--- src/rtl/fetch_unit.sv ---
// Instruction fetch stage: BOOT/RUN/HALT sequencer feeding the IF/ID register.
// Redirects flush IF/ID and restart fetch; misaligned targets raise a sticky flag.
module fetch_unit #(
  parameter logic [31:0] RESET_PC = 32'h0000_0000,
  parameter logic [31:0] PROG_END = 32'd28
) (
  input  logic        clk,
  input  logic        rst,
  output logic [31:0] imem_addr,
  input  logic [31:0] imem_instr,
  input  logic        id_ready,
  input  logic        redirect,
  input  logic [31:0] redirect_pc,
  output logic        id_valid,
  output logic [31:0] id_instr,
  output logic [31:0] id_pc,
  output logic [31:0] id_pc_plus4,
  output logic        halted,
  output logic        misalign
);

  typedef enum logic [1:0] {
    BOOT = 2'd0,
    RUN  = 2'd1,
    HALT = 2'd2
  } state_t;

  state_t      state, state_nxt;
  logic [31:0] pc, pc_nxt, pc_inc;
  logic        capture, valid_nxt;

  assign imem_addr = pc;
  assign halted    = (state == HALT);
  assign pc_inc    = pc + 32'd4;

  // Decode back-pressure only blocks capture while a word is still held.
  assign capture = (state == RUN) && !redirect
                && (!id_valid || id_ready);

  always_comb begin
    state_nxt = state;
    if (redirect) begin
      state_nxt = RUN;
    end else begin
      unique case (state)
        BOOT:    state_nxt = RUN;
        RUN:     if (capture && pc == PROG_END)
                   state_nxt = HALT;
        HALT:    state_nxt = HALT;
        default: state_nxt = BOOT;
      endcase
    end
  end

  always_comb begin
    pc_nxt    = pc;
    valid_nxt = id_valid;
    if (redirect) begin
      pc_nxt    = {redirect_pc[31:2], 2'b00};
      valid_nxt = 1'b0;
    end else if (capture) begin
      pc_nxt    = pc_inc;
      valid_nxt = 1'b1;
    end else if (id_ready) begin
      valid_nxt = 1'b0;
    end
  end

  always_ff @(posedge clk) begin
    if (rst) begin
      state       <= BOOT;
      pc          <= RESET_PC;
      id_valid    <= 1'b0;
      id_instr    <= 32'd0;
      id_pc       <= 32'd0;
      id_pc_plus4 <= 32'd0;
      misalign    <= 1'b0;
    end else begin
      state    <= state_nxt;
      pc       <= pc_nxt;
      id_valid <= valid_nxt;
      if (capture) begin
        id_instr    <= imem_instr;
        id_pc       <= pc;
        id_pc_plus4 <= pc_inc;
      end
      if (redirect && redirect_pc[1:0] != 2'b00)
        misalign <= 1'b1;
    end
  end

endmodule

--- config.mk ---
export PLATFORM = sky130hd
export DESIGN_NAME = fetch_unit
export DESIGN_NICKNAME = d
export VERILOG_FILES = /design/src/rtl/fetch_unit.sv
export SDC_FILE = /design/constraint.sdc
export NUM_CORES = 1
export LEC_CHECK = 0
export ABC_AREA = 1
export CAP_MARGIN = 25
export CORE_ASPECT_RATIO = 1.1
export CORE_MARGIN = 2
export CORE_UTILIZATION = 48
export CTS_CLUSTER_SIZE = 20
export DETAILED_ROUTE_END_ITERATION = 8
export PLACE_DENSITY = 0.9
export RECOVER_POWER = 100
export SLEW_MARGIN = 25
export SYNTH_ARGS = -nofsm -noshare
export SYNTH_HDL_FRONTEND = slang
export SYNTH_SLANG_ARGS = --single-unit
--- constraint.sdc ---
create_clock -name clk -period 3 [get_ports clk]
set_clock_uncertainty 0.05 [all_clocks]
set_input_delay 0.45 -clock clk [delete_from_list [all_inputs] [get_ports clk]]
set_output_delay 0.45 -clock clk [all_outputs]
set_load 0.02 [all_outputs]
==> results by group <==
Outcome
  • Status: finished clean

Setup path
  • Critical Path AT: about 2.7 ns
  • Crit-path max cell delay: 0.64 ns
  • Worst setup EP type: register
  • Crit path launch: redirect
  • Worst Path Required: between 3 and 4 ns
  • Reg2reg start: state[1]$_SDFFE_PP0P_
  • WS Path Type: primary input to register
  • Startpoint types: primary input
  • Reg2Reg Depth: 9
  • Critical path cell sequence: dlygate4sd3_1 -> clkbuf_1 -> nor2_1 -> inv_1 -> clkbuf_2 -> o21ai_0
  • R2r endpoint: imem_addr[2]$_SDFFE_PP0P_
  • R2R Setup Slk: 0.75 ns
  • Slowest cell on crit path: clkbuf_1
  • Critical Path Fanout Max: 15

Global route
  • Antenna violations before repair: 1
  • First-pass GRT wire length: 26700 um
  • All-Layer GR Usage: 27.7%
  • Grt ovf: 0
  • Largest net degree at the start of global routing: 59
  • Met2 usage: between 40 and 50%
  • Top Usage Layer GRT: met2
  • GR Util met3: 6.58%
  • Vias in the first global route: 5483
  • M1 GR Usage: 32.2%

Die
  • Starting Density: 49.7%
  • Die width: approximately 110 um
  • Core footprint: 11000 um^2
  • Die span in y: 116 um
  • I/O pins: 199
  • Die Footprint: 12300 um^2
  • Row count: 40

Min path
  • Hold Path Sink: misalign$_SDFFE_PP0P_
  • Worst hold start: misalign$_SDFFE_PP0P_
  • Worst hold path type: register to register
  • Min-Delay Path Depth: 2

Timing
  • Max Fclk: approximately 410 MHz
  • Tcrit/Tclk final: 80.7%
  • RSZ-0062 raised after global routing: false
  • Period minus WS final: 2.42 ns
  • Slew margin rel.: between 40% and 50%
  • Final setup fails: 0
  • Worst slew pin tran: 0.805 ns
  • Final Hold Fails: 0
  • TNS Setup: 0 ns
  • Final slew viol count: 0

Placed design
  • PortBufs: roughly 190
  • Gpl congestion: 0.927
  • HPWL after DPL: 11900 um
  • Dpl cells: 1074

Pwr
  • Register share of total power: 40.3%
  • VDD IR max: 0.355 mV
  • Pwr Total: 4.61 mW
  • PwrDens: 575 nW/um^2
  • Combinational Power Share: 16.1%
  • Clk pwr share: 43.5%
  • Switch Pwr: 1.27 mW
  • Int Power: 3.34 mW
  • Sw Ratio: a little over a quarter
  • P_leak: between 3 and 4 nW

Finish
  • Share of cells above drive strength 1: 6.57%
  • Nets@finish: just over 1000
  • Antenna diodes: 0
  • Commonest non-fill, non-tap cells in the layout: nand2_1, dfxtp_1, dlygate4sd3_1, o21ai_0, nor2_1
  • Commonest non-fill, non-tap cell in the layout: nand2_1
  • Final std cells w/o fill: roughly 1100
  • Synth-to-layout area growth: 46.5%
  • Fillers: 855

Clock network
  • Post-CTS setup buffers: 0
  • CTS Buf Count: 17
  • Clock root cell: clkbuf_16
  • CTS sink cnt: 126
  • Post-CTS sizing: 0
  • H-Tree Depth: 4
  • Clk_lat worst skew: 0.41 ns
  • CTS max path bufs: 2
  • Post-CTS Hold Fix Bufs: 0
  • Clk slew on worst S/H paths: 0.06 ns
  • CTS tree: built

Yosys
  • Synthesized area per cell: approximately 7.1 um^2
  • Yosys warnings: 0
  • Sequential fraction of the synthesis area: 46.1%
  • Netlist cell types: 29
  • Synthesized flop and latch total: 126
  • Mapped Cells: 766
  • Mapped cell area: around 5500 um^2

Routing
  • Drt pass-1 iters: 6
  • Overall routed net length: about 17000 um
  • ANT nets after route: 0
  • Drt first-iter violations: 437
  • Vias/cell: 5.21
  • Remaining routing DRC violations: 0
  • Via Count: 5758
  • DR WL/cell: ~15 um

Job
  • Max-cap violation count: 0
==> sequential cells by signal, indices dropped and copies added, names as in the netlist <==
register     count
id_pc           30
state            2
id_valid         1
imem_addr       30
id_instr        32
misalign         1
id_pc_plus4     30
==> Yosys cell counts <==
library cell	n	share of area [%]
a211oi_1	1	0.14
nor3_1	2	0.18
nand2_4	3	0.62
clkbuf_1	22	1.5
inv_1	50	3.4
buf_2	12	1.1
conb_1	1	0.069
ha_1	4	0.91
o21ai_0	99	9.1
buf_4	8	1.1
nor2_4	8	1.6
o21ai_1	11	1.0
nand4_1	1	0.11
nor2_2	4	0.46
nand3_1	36	3.3
nand2_1	177	12
inv_2	2	0.14
or2_2	2	0.23
a21oi_2	2	0.32
a31oi_1	8	0.91
dfxtp_1	126	46
a21oi_1	66	6.0
o21ai_2	2	0.32
xor2_1	6	0.96
clkinv_1	2	0.14
nand3_2	3	0.55
buf_1	3	0.21
nor2_1	104	7.1
buf_6	1	0.21
==> layer usage <==
layer,routed length [um],vias to the layer above,part of all wire [%]
met5,13,-,0.077
met4,384,2,2.3
met3,1330,41,7.9
met2,8380,296,50
met1,6750,2591,40
li1,-,2828,-
==> cells by family (layout without fill, tap and decap cells) <==
family                   Yosys count  after routing  share of synthesized area, %
AO/OA/AOI/OAI                    189            189                          17.8
AND/OR/NAND/NOR                  340            340                          26.4
flip-flops                       126            126                          46.1
buffers and inverters            100            288                          7.82
adder cells (fa/ha/maj)            4              4                         0.915
other                              1              6                        0.0685
XOR/XNOR                           6              6                         0.960
==> metrics by stage <==
step	util, %	instance area (um^2)	hold WS (ns)	setup WS, ns
finish	72.8	8020	0.409	0.580
floorplan	-	5490	0.429	1.38
global route	72.8	8020	0.426	0.459
detailed placement	67.8	7470	0.404	0.587
global placement	67.8	7470	0.388	0.632
CTS	73.1	8050	0.413	0.901
==> power by group through the flow <==
stage / logic [mW] / clock network (mW) / registers [mW]
global placement: 0.771 / 0 / 1.89
floorplan: 0.290 / 0 / 2.01
global route: 0.808 / 2.12 / 1.87
detailed placement: 0.783 / 0 / 1.90
finish: 0.744 / 2.01 / 1.86
CTS: 0.790 / 2.03 / 1.86
==> critical path: cells and delay by family <==
kind | cells | cell delay, ns
buffers and inverters | 4 | 1.91
AO/OA/AOI/OAI | 1 | 0.16
AND/OR/NAND/NOR | 1 | 0.11
==> final cells by class <==
type / instances / area, um^2 / area share [%]
multi-input combinational: 545 / 2510 / 31.4
tap: 147 / 184 / 2.29
inverter: 54 / 204 / 2.54
clock inverter: 13 / 141 / 1.76
clock buffer: 19 / 443 / 5.53
sequential: 126 / 2520 / 31.5
timing repair buffer: 202 / 2010 / 25.1
==> how the worst max path moves through the flow <==
stage / endpoint / slack [ns] / cells after the start
detailed placement: imem_addr[15]$_SDFFE_PP0P_ / 0.59 / 7
floorplan: imem_addr[18]$_SDFFE_PP0P_ / 1.38 / 8
CTS: halted / 0.90 / 3
finish: imem_addr[11]$_SDFFE_PP0P_ / 0.58 / 6
global placement: imem_addr[4]$_SDFFE_PP0P_ / 0.63 / 7
global route: imem_addr[13]$_SDFFE_PP0P_ / 0.46 / 6
No activity file was read; power rests on OpenSTA's default activity.
==> RTL change: new RTL, config.mk and constraints unchanged <==
Encoding of `state_t`: now one-hot (3 bits for 3 states).
--- a/src/rtl/fetch_unit.sv
+++ b/src/rtl/fetch_unit.sv
@@ -19,10 +19,10 @@
   output logic        misalign
 );
 
-  typedef enum logic [1:0] {
-    BOOT = 2'd0,
-    RUN  = 2'd1,
-    HALT = 2'd2
+  typedef enum logic [2:0] {
+    BOOT = 3'b001,
+    RUN  = 3'b010,
+    HALT = 3'b100
   } state_t;
 
   state_t      state, state_nxt;
Function: same outputs for any inputs over 10 cycles, from zero or initial values and one cycle with rst high; not proved beyond that.
==> RTL change against the original RTL <==
  * Synthesized area hardly changed
  * Die area barely moved
  * Cell area is 0.42% higher
  * Routed wire length up 5.0%
  * Via count is 4.6% higher
  * Sequential cell count grew 1
  * Total power shrank 1.5%
  * Worst setup slack improved by 20 ps
==> RTL change: results (changes against the original RTL) <==
status: "completed"
grt_max_degree: 81  # +37%
holdWs_ps: 404  # -4.66 ps
crit_type: "flop to flop"
multi_input_area_um2: 2500  # -0.50%
slowest_stage: "clkbuf_2"
clkCellAreaFrac_pct: 7.76  # +0.47 points
r2r_start: "state[0]$_SDFFE_PP1P_"
yosys-top-cells-area: "dfxtp_1 (46%), nand2_1 (13%), o21ai_0 (9.0%)"
dr.pass1.iters: 8  # +2
synth.distinct_cells: 28  # -3.4%
n_all_buffers: 199  # -1.5%
placed_cells: 1088  # +1.3%
whs_endpoint: "misalign$_SDFFE_PP0P_"
synth.cells.most_frequent: "nand2_1 (185), dfxtp_1 (127), nor2_1 (116)"
slowest_delay_ps: 600  # -40 ps
routed-wl-met2_um: 8520  # +1.7%
hpwlAfterDp_um: 11800  # -0.57%
wl_met3_um: 1750  # +32%
vias: 6022  # +4.6%
ys_seq_area_share_pct: 46.4  # +0.33 points
synth_seq_cells: 127  # +0.79%
grt_pass1_wl_um: 27600  # +3.4%
non_clock_buffer_area_share_pct: 25.0  # -0.090 points
nClkBuffers: 20  # +1
seq_share_pct: 31.6  # +0.12 points
drtIter0Drc: 546  # +25%
num-multi-input-gates: 565  # +3.7%
grt_pass1_vias: 5594  # +2.0%
p_switching_uw: 1160  # -8.3%
gp_congestion: 0.861  # -7.1%
clock_latency_ps: 420
fillers: 856  # +0.12%
antenna_found_initial: 0  # -1
drive_gt1_share_pct: 5.24  # -1.3 points
power.share.clock_pct: 47.6  # +4.1 points
crit_family: "simple AND/OR/NAND/NOR gates"
leakagePower_uw: 0.00335  # -2.6%
inv_count: 50  # -7.4%
nNetsFinal: 1029  # +1.1%
portBuffers: 192  # unchanged
critPathCapture: "id_instr[10]$_SDFFE_PP0P_"
power_uw: 4540  # -1.5%
wl_per_cell_um: 15.8  # +3.7%
worstMarginPinSlew_ps: 923  # +118 ps
vdd_drop_max_mv: 0.313  # -12%
track_usage_pct: 28.5  # +0.83 points
reg2reg_to: "id_instr[10]$_SDFFE_PP0P_"
grt_util_met2_pct: 48.3  # -0.90 points
r2r_slack_ps: 600  # -150 ps
wirelength_um: 17700  # +5.0%
routedLengthMet1_um: 6930  # +2.7%
use_met3_pct: 8.44  # +1.9 points
routed.top_layer: "met4"
critPathMaxFanout: 35  # +20
critPathArrivalTime_ps: 2700  # +50 ps
## RTL change: changes by cell type after synthesis, sizes merged, moves of 4 or more
cell,delta
o21ai,+14
nand3,+5
a31oi,-7
nand2,+8
nor3,+5
xor2,-4
nor2,+6
## RTL change: stage by stage
| step | area [um2] | worst slack (ps) |
|---|---|---|
| 2_1_floorplan | 5500 | 1340 |
| 3_3_place_gp | 7440 | 602 |
| 3_5_place_dp | 7440 | 566 |
| 4_1_cts | 8060 | 753 |
| 5_1_grt | 8050 | 326 |
| 6_report | 8050 | 600 |
## RTL change: logic make-up (layout without fill, tap and decap cells)
| group | after synthesis | after routing | synth area share [%] |
|---|---|---|---|
| other | 1 | 6 | 0.0685 |
| AOI/OAI and AO/OA | 193 | 193 | 17.7 |
| DFF | 127 | 127 | 46.4 |
| xor gates and xnor gates | 3 | 3 | 0.480 |
| buffers and inverters | 97 | 281 | 8.04 |
| and+or+nand+nor | 362 | 362 | 27.1 |
| adders and majority gates | 1 | 1 | 0.228 |
